==> config.mk <==
export PLATFORM = sky130hd
export DESIGN_NAME = seven_seg_capture_flat
export DESIGN_NICKNAME = d
export VERILOG_FILES = /design/src/rtl/seven_seg_capture_if.sv /design/src/rtl/seven_seg_capture.sv /design/src/flat_wrapper.sv
export SDC_FILE = /design/constraint.sdc
export NUM_CORES = 1
export LEC_CHECK = 0
export BUFFER_PORTS_ARGS = -buffer_cell sky130_fd_sc_hd__buf_2
export CORE_MARGIN = 3
export CORE_UTILIZATION = 50
export DETAILED_ROUTE_END_ITERATION = 6
export PLACE_DENSITY = 0.72
export SYNTH_ARGS = -nofsm -noshare
export SYNTH_HDL_FRONTEND = slang
export SYNTH_SLANG_ARGS = --single-unit
==> constraint.sdc <==
create_clock -name clock -period 4.1 [get_ports clock]
set_clock_uncertainty 0.05 [all_clocks]
set_input_delay 1.025 -clock clock [delete_from_list [all_inputs] [get_ports clock]]
set_output_delay 1.025 -clock clock [all_outputs]
set_load 0.01 [all_outputs]
==> src/rtl/seven_seg_capture_if.sv <==
// Multiplexed seven-segment bus (an/seg) plus the recovered-value outputs of the capture block.
// master drives the display bus; slave is the capture block snooping it.
interface seven_seg_capture_if;
  logic [3:0]  an;
  logic [6:0]  seg;
  logic [15:0] digits;
  logic [3:0]  digit_valid;
  logic        frame_done;
  logic        glyph_err;
  logic        anode_err;
  logic        stale;

  modport master (
    output an, seg,
    input  digits, digit_valid, frame_done, glyph_err, anode_err, stale
  );

  modport slave (
    input  an, seg,
    output digits, digit_valid, frame_done, glyph_err, anode_err, stale
  );
endinterface

==> src/rtl/seven_seg_capture.sv <==
// Snoops a scanned seven-segment bus and recovers the displayed 4-digit hex value,
// capturing each settled digit once, with frame/error pulses and a staleness timeout.
module seven_seg_capture #(
  parameter int unsigned STABLE_CYCLES  = 4,
  parameter int unsigned TIMEOUT_CYCLES = 1048576
) (
  input logic                clock,
  input logic                reset,
  seven_seg_capture_if.slave bus
);
  localparam int unsigned   CW   = $clog2(STABLE_CYCLES + 1);
  localparam int unsigned   TW   = $clog2(TIMEOUT_CYCLES + 1);
  localparam logic [CW-1:0] CMAX = CW'(STABLE_CYCLES);
  localparam logic [TW-1:0] TMAX = TW'(TIMEOUT_CYCLES);

  typedef enum logic {SETTLING, HELD} state_t;

  state_t        state;
  logic [3:0]    an_s1, an_s2, an_prev;
  logic [6:0]    seg_s1, seg_s2, seg_prev;
  logic [CW-1:0] cnt, cnt_nxt;
  logic [TW-1:0] tcnt, tcnt_nxt;
  logic [15:0]   digits_q;
  logic [3:0]    valid_q, seen, seen_nxt;
  logic          frame_q, gerr_q, aerr_q, stale_q;
  logic          same, capture, one_low, blank, hex_hit, good;
  logic [3:0]    hex_val;
  logic [1:0]    idx;

  always_comb begin
    hex_hit = 1'b1;
    hex_val = '0;
    case (seg_s2)
      7'h40: hex_val = 4'h0;
      7'h79: hex_val = 4'h1;
      7'h24: hex_val = 4'h2;
      7'h30: hex_val = 4'h3;
      7'h19: hex_val = 4'h4;
      7'h12: hex_val = 4'h5;
      7'h02: hex_val = 4'h6;
      7'h78: hex_val = 4'h7;
      7'h00: hex_val = 4'h8;
      7'h10: hex_val = 4'h9;
      7'h08: hex_val = 4'hA;
      7'h03: hex_val = 4'hB;
      7'h46: hex_val = 4'hC;
      7'h21: hex_val = 4'hD;
      7'h06: hex_val = 4'hE;
      7'h0E: hex_val = 4'hF;
      default: hex_hit = 1'b0;
    endcase
  end

  // Capture fires on the edge where the stability count reaches its limit, so the
  // registered outputs move STABLE_CYCLES+2 edges after the bus settles.
  always_comb begin
    idx = '0;
    for (int unsigned i = 0; i < 4; i++)
      if (!an_s2[i]) idx = 2'(i);
    one_low  = $onehot(~an_s2);
    blank    = (seg_s2 == 7'h7F);
    same     = ({an_s2, seg_s2} == {an_prev, seg_prev});
    cnt_nxt  = !same ? CW'(1) : (cnt == CMAX) ? CMAX : cnt + 1'b1;
    tcnt_nxt = (tcnt == TMAX) ? TMAX : tcnt + 1'b1;
    capture  = (state == SETTLING) && (cnt_nxt == CMAX);
    good     = capture && one_low && (hex_hit || blank);
    seen_nxt = seen | (4'b0001 << idx);
  end

  always_ff @(posedge clock) begin
    if (reset) begin
      an_s1    <= 4'hF;
      an_s2    <= 4'hF;
      an_prev  <= 4'hF;
      seg_s1   <= 7'h7F;
      seg_s2   <= 7'h7F;
      seg_prev <= 7'h7F;
      cnt      <= '0;
      tcnt     <= '0;
      state    <= SETTLING;
      digits_q <= '0;
      valid_q  <= '0;
      seen     <= '0;
      frame_q  <= 1'b0;
      gerr_q   <= 1'b0;
      aerr_q   <= 1'b0;
      stale_q  <= 1'b0;
    end else begin
      an_s1    <= bus.an;
      an_s2    <= an_s1;
      an_prev  <= an_s2;
      seg_s1   <= bus.seg;
      seg_s2   <= seg_s1;
      seg_prev <= seg_s2;
      cnt      <= cnt_nxt;
      frame_q  <= 1'b0;
      gerr_q   <= capture && one_low && !hex_hit && !blank;
      aerr_q   <= capture && !one_low && (an_s2 != 4'hF);

      case (state)
        SETTLING: if (capture) state <= HELD;
        HELD:     if (!same) state <= SETTLING;
        default:  state <= SETTLING;
      endcase

      // A good capture outranks a timeout landing on the same edge.
      if (good) begin
        tcnt    <= '0;
        stale_q <= 1'b0;
        if (hex_hit) begin
          digits_q[{idx, 2'b00} +: 4] <= hex_val;
          valid_q[idx]                <= 1'b1;
        end else begin
          valid_q[idx] <= 1'b0;
        end
        if (seen_nxt == 4'hF) begin
          seen    <= '0;
          frame_q <= 1'b1;
        end else begin
          seen <= seen_nxt;
        end
      end else begin
        tcnt <= tcnt_nxt;
        if (tcnt_nxt == TMAX) begin
          valid_q <= '0;
          seen    <= '0;
          stale_q <= 1'b1;
        end
      end
    end
  end

  assign bus.digits      = digits_q;
  assign bus.digit_valid = valid_q;
  assign bus.frame_done  = frame_q;
  assign bus.glyph_err   = gerr_q;
  assign bus.anode_err   = aerr_q;
  assign bus.stale       = stale_q;
endmodule
==> src/flat_wrapper.sv <==
// flat-port wrapper written by rule: the top's interface ports become plain ports
module seven_seg_capture_flat 
#(
  parameter int unsigned STABLE_CYCLES  = 4,
  parameter int unsigned TIMEOUT_CYCLES = 1048576
)
  (clock, reset, bus_an, bus_seg, bus_digits, bus_digit_valid, bus_frame_done, bus_glyph_err, bus_anode_err, bus_stale);
  seven_seg_capture_if bus_i ();
  input logic clock;
  input logic reset;
  input wire logic [$bits(bus_i.an)-1:0] bus_an;
  input wire logic [$bits(bus_i.seg)-1:0] bus_seg;
  output wire logic [$bits(bus_i.digits)-1:0] bus_digits;
  output wire logic [$bits(bus_i.digit_valid)-1:0] bus_digit_valid;
  output wire logic [$bits(bus_i.frame_done)-1:0] bus_frame_done;
  output wire logic [$bits(bus_i.glyph_err)-1:0] bus_glyph_err;
  output wire logic [$bits(bus_i.anode_err)-1:0] bus_anode_err;
  output wire logic [$bits(bus_i.stale)-1:0] bus_stale;
  assign bus_i.an = bus_an;
  assign bus_i.seg = bus_seg;
  assign bus_digits = bus_i.digits;
  assign bus_digit_valid = bus_i.digit_valid;
  assign bus_frame_done = bus_i.frame_done;
  assign bus_glyph_err = bus_i.glyph_err;
  assign bus_anode_err = bus_i.anode_err;
  assign bus_stale = bus_i.stale;
  seven_seg_capture #(.STABLE_CYCLES(STABLE_CYCLES), .TIMEOUT_CYCLES(TIMEOUT_CYCLES)) u_core (.clock(clock), .reset(reset), .bus(bus_i));
endmodule
* Word level (Yosys, flattened, before mapping)
Cells that the tools add are included.
** Operators by class
- Add/sub/neg operators :: 6
- Multipliers :: 0
- Divide/modulo/power cells :: 0
- $lt $le $gt $ge :: 2
- Equal/unequal tests :: 24
- Shifts and indexed selects :: 3
- Mux-type cells :: 20
- Bitwise operators :: 7
- Reduce and logical (&&, ||, !) cells :: 18
** Operator list (number)
- one-hot mux 4 bit (15 select lines) :: 1
- == test 21 bit, second input constant :: 2
- == test 7 bit, second input constant :: 5
- adder 21 x 1 -> 21 bit, second input constant :: 1
- == test 7 x 5 -> 1 bit, second input constant :: 3
- == test 7 x 6 -> 1 bit, second input constant :: 3
- two-way mux 21 bit :: 1
- two-way mux 4 bit :: 5
- bitwise mux 16 bit :: 1
- OR reduction 16 bit :: 1
- variable shift 4 x 6 -> 16 bit, first input constant :: 1
- indexed part select 4 x 6 -> 16 bit :: 1
- == test 7 x 2 -> 1 bit, second input constant :: 2
- == test 7 x 4 -> 1 bit, second input constant :: 2
- == test 11 bit :: 1
- logical AND 1 bit :: 8
- NOT 4 bit :: 2
- bitwise OR 4 bit :: 2
- == test 7 x 3 -> 1 bit, second input constant :: 1
- zero test 7 bit :: 1
- == test 3 bit, second input constant :: 2
- two-way mux 1 bit :: 6
- two-way mux 3 bit :: 2
- negation 4 -> 6 bit :: 1
- other kinds (19) :: 25
** Word-level totals
- Register bits :: 86
- Bits in latches :: 0
- Bits in writable memories :: 0
- ROM bits :: 0
- Input bits :: 13
- Output and inout bits :: 24
- Logic and storage cells :: 96
- Memories :: 0

* Logic depth before layout (Yosys ltp)
- Depth in word-level cells :: 11
- Depth in mapped cells :: 12
- Mapped depth without buffers :: 11

* Worst setup path after synthesis
No wires, ideal clock.
- Path type :: register to register
- From :: reg u_core.an_s2[2]
- To :: reg u_core.valid_q[2], in the netlist u_core.bus.digit_valid[2]
- Setup time :: 0.079 ns
- Data arrival time :: 2.893 ns
- Required time :: 3.971 ns
- Slack :: 1.078 ns
- Cell stages (with the launch flop) :: 12
- Path buffers :: 0
- Period minus slack after synthesis :: 3.022 ns
- Cell sequence :: dfxtp_1 inv_1 ha_1 ha_1 inv_1 fa_1 nand3_1 nor3_1 nand4_1 a21o_1 or4b_1 o211ai_1
** Between the ends
- Word-level cells in the longest chain between the ends :: 10
- Elaborated cells between the ends (all ways) :: 23
- Those cells by class :: add/sub (2); order compare (2); eq/ne (3); mux (7); bitwise (4); reduce/logical (5)
** Ends and longest elaborated chain
- start, declared :: line seven_seg_capture.sv:19 : logic [3:0] an_s1, an_s2, an_prev;
- start signal, assigned :: line seven_seg_capture.sv:90 : an_s2 <= an_s1;
- two-way mux 2 bit (2 in series) :: line seven_seg_capture.sv:59 : if (!an_s2[i]) idx = 2'(i);
- less-than comparator 2 x 3 -> 1 bit (implied by the code) / greater-or-equal comparator 2 x 1 -> 1 bit (equally long branches) :: line seven_seg_capture.sv:112, seven_seg_capture.sv:114
- logical AND 1 bit (implied by the code) :: line seven_seg_capture.sv:112, seven_seg_capture.sv:114
- two-way mux 1 bit (implied by the code) :: line seven_seg_capture.sv:112, seven_seg_capture.sv:114
- demux 1 bit (select 2 bit)
- NOT 4 bit (no line)
- bitwise AND 4 bit (no line)
- two-way mux 4 bit :: line seven_seg_capture.sv:110 : if (hex_hit) begin
- two-way mux 4 bit :: line seven_seg_capture.sv:107 : if (good) begin
- end signal, assigned by index :: line seven_seg_capture.sv:112 : valid_q[idx] <= 1'b1;
- end signal, assigned by index :: line seven_seg_capture.sv:114 : valid_q[idx] <= 1'b0;
- end signal, assigned :: line seven_seg_capture.sv:125 : valid_q <= '0;
- end, declared :: line seven_seg_capture.sv:24 : logic [3:0] valid_q, seen, seen_nxt;
Several ways; a longest one is shown, not always the timed one.
A chain may end at the register's enable or synchronous reset.

* Final worst setup path
- From :: reg u_core.an_s2[3]
- To :: reg u_core.tcnt[7]
** Between the ends
- Word-level cells in the longest chain between the ends :: 7
- Elaborated cells between the ends (all ways) :: 11
- Those cells by class :: add/sub (2); eq/ne (3); mux (1); bitwise (1); reduce/logical (4)
** Ends and longest elaborated chain
- NOT 4 bit / == test 11 bit (equally long branches) :: line seven_seg_capture.sv:60, seven_seg_capture.sv:62
- adder 1 x 1 -> 2 bit (implied by the code) / two-way mux 3 bit (equally long branches) :: line seven_seg_capture.sv:60, seven_seg_capture.sv:63
- adder 3 bit (implied by the code) / == test 3 bit (equally long branches) :: line seven_seg_capture.sv:60, seven_seg_capture.sv:65
- == test 3 x 1 -> 1 bit / logical AND 1 bit (equally long branches) :: line seven_seg_capture.sv:60, seven_seg_capture.sv:65
- logical AND 1 bit * (2 in series) :: line seven_seg_capture.sv:66 : good = capture && one_low && (hex_hit || blank);
- OR reduction 2 bit (no line) *
- end signal, assigned :: line seven_seg_capture.sv:123 : tcnt <= tcnt_nxt;
- end, declared :: line seven_seg_capture.sv:22 : logic [TW-1:0] tcnt, tcnt_nxt;
Every way passes the cells marked *; elsewhere a longest branch is shown, timed or not.

==> impl_metrics.ini <==
[sta]
fin_setup_tns_ns = 0
finalCriticalPeriod_ns = 3.57
finalSetupViolations = 0
maxSlewHeadroom_pct = 41.3
finalCritPeriodShare_pct = 87.2
hold_viol_final = 0
timing.fmax_mhz = 280
rsz0062_at_grt = false
drv_slew = 0
worstMarginPinSlew_ns = 0.880

[synth]
synth_area_leaders = dfxtp_1 40%, nor2_1 5.6%, or2_2 5.1%, mux2i_1 3.7%, ha_1 3.5%
synth_area_um2 = 4280
synth_cell_types = 77
syn_nets = 490
synth_warnings = 0
synth-seq-area-share_pct = 40.3
synth_top_area_cell = dfxtp_1
synth_seq_cells = 86
syn_area_per_cell_um2 = 9.21
synthFlopType = dfxtp_1
synth_edf_count = 0
synth_cells = 464
synthArstFlopShare_pct = 0
netlist.area_leader.share_pct = 40.3

[pwr]
leakagePower_nw = 1.78
p_per_area_nw_per_um2 = 340
ir_drop_v = 0.000189

[routing]
detail-route-antenna-nets = 0
route.detailed.drc = 0
dr.pass1.iters = 6
vias = 3268
via_per_inst = 5.47
drtIter0Drc = 157
drt-total-wl_mm = 8.84
wl_per_cell_um = 14.8

[clocking]
cts-htree-levels = 3
worstSkewPairLatency_ns = 0.36
numCtsBuffers = 9
cts_tree = yes
clock_sinks = 86
cts_resized = 0
cts_buffer_depth = 2
path_clk_slew_ns = 0.08
post_cts_buffers = 0
postCtsHoldBufs = 0
cts-root-buf = clkbuf_8

[status]
status = finished clean

[global_route]
grt_pass1_wl_mm = 15.1
grt_pass1_vias = 3111
antenna_found_initial = 0
overflow = 0
grt_max_degree = 63
track_usage_pct = 19.2

[critical_path]
worstPathRequired_ns = 4.31
start_kind = flop
worst_ep_arrival_time_ns = 3.78
critPathCaptureType = flop
crit_path_max_fanout = 16
path_class = flop to flop

[floorplanning]
initial_core_util_pct = 51.8
pin_count = 37
die_y_um = 98.5
std_cell_rows = 33
die_area_um2 = 9700
die_w_um = 98.5
coreArea_um2 = 8260

[hold_path]
hold_path.class = flop to flop

[final_layout]
finalNetCount = 514
fill_cells = 804
syn2layout_area_growth_pct = 8.75
instances_no_fill = 597
drive_above_1_share_pct = 23.6
antenna_cells = 0

[place]
dp_hpwl_mm = 6.29
place_congestion = 0.883
port_buffers = 36
dp.cells = 582

[flow_run]
cap_violations = 0
==> layout by cell type, fill, tap and decap left out, types with 11 or more instances in the layout <==
master | netlist | final
buf_2 | 9 | 36
nor2_1 | 64 | 64
nand2_1 | 17 | 17
inv_1 | 21 | 21
clkbuf_8 | 1 | 11
xor2_1 | 17 | 17
nor3_1 | 16 | 16
nor4_1 | 13 | 13
ha_1 | 12 | 12
dfxtp_1 | 86 | 86
or2_2 | 35 | 35
mux2i_1 | 16 | 16
xnor2_1 | 14 | 14
==> power by group <==
part           total (mW)  switching (mW)  internal, mW
clock               0.611           0.297         0.315
combinational      0.0979          0.0571        0.0409
sequential          0.872          0.0210         0.851
total                1.58           0.375          1.21
==> cell families after synthesis <==
kind of cell | after synthesis | share of synthesized area [%]
and+or+nand+nor | 216 | 30.0
DFF | 86 | 40.3
AOI/OAI and AO/OA | 57 | 10.0
buffers and inverters | 44 | 5.24
xor gates and xnor gates | 32 | 6.73
muxes | 16 | 3.75
adders and majority gates | 13 | 3.98
==> final cells by class <==
class | instances | area (µm²) | area share [%]
well taps | 105 | 131 | 2.83
inverters | 21 | 78.8 | 1.70
flip-flops and latches | 86 | 1720 | 37.0
clock inverters | 4 | 56.3 | 1.21
clock buffers | 11 | 151 | 3.26
multi-input cells | 334 | 2330 | 50.1
repair buffers | 36 | 180 | 3.88
==> layer usage <==
layer | part of all wire (%) | global-route usage [%] | vias up
li1 | - | - | 1661
met1 | 49 | 27.7 | 1525
met2 | 44 | 27.9 | 72
met3 | 4.6 | 3.75 | 10
met4 | 1.6 | 8.61 | 0
met5 | 0 | 0 | -
==> cells in the mapped netlist (all sizes together), types with 3 or more instances <==
cell type and number:
and3 5, dfxtp 86, nor4 16, nand3 12
a211oi 6, xor2 18, clkbuf 7, inv 21
xnor2 14, o21ai 7, ha 12, nor2 66
nand2 18, nand4 9, o211ai 6, nand2b 7
mux2i 16, o31a 3, nor2b 5, o21ba 3
nor3b 3, buf 16, a21oi 8, or4 3
or2 36, nor3 19, o31ai 5, and4 3
==> worst max-delay path, stage by stage, from the launching register on <==
cell and delay [ns]:
dfxtp_1 0.49, inv_1 0.13, ha_1 0.30, ha_1 0.14, inv_1 0.05, fa_1 0.48, nand3_1 0.10, nor3_1 0.31
nand4_1 0.37, a21o_1 0.35, nand2b_1 0.48, o21ba_2 0.24
==> path summary, 6_finish.rpt <==
| check | start | endpoint | slack (ns) | cells after the start |
|---|---|---|---|---|
| setup / recovery | u_core.an_s2[3] | u_core.tcnt[7] | 0.53 | 11 |
| hold / removal | u_core.seg_s1[4] | u_core.seg_s2[4] | 0.37 | 1 |
| setup reg to reg | u_core.an_s2[3] | u_core.tcnt[7] | 0.53 | 11 |
| hold reg to reg | u_core.seg_s1[4] | u_core.seg_s2[4] | 0.37 | 1 |
==> stage by stage <==
stage / setup slack (ns) / utilization (%) / cell area (µm²) / total power [mW] / hold WS, ns
after floorplan: 1.08 / - / 4280 / 0.964 / 0.339
final: 0.527 / 56.3 / 4650 / 1.58 / 0.366
after global routing: 0.233 / 56.3 / 4650 / 1.65 / 0.385
after CTS: 0.533 / 56.3 / 4650 / 1.60 / 0.366
after global placement: 0.712 / 53.8 / 4440 / 0.986 / 0.341
after detailed placement: 0.539 / 53.8 / 4440 / 0.990 / 0.345
==> sequential cells by signal, summed over array words and instances, names as in the netlist <==
register	count
u_core.tcnt	21
u_core.seen	4
u_core.state	1
u_core.bus.glyph_err	1
u_core.seg_s1	7
u_core.bus.stale	1
u_core.bus.digits	16
u_core.an_s1	4
u_core.seg_s2	7
u_core.an_s2	4
u_core.seg_prev	7
u_core.bus.digit_valid	4
u_core.bus.frame_done	1
u_core.bus.anode_err	1
u_core.an_prev	4
u_core.cnt	3
No activity file was read; power rests on OpenSTA's default activity.
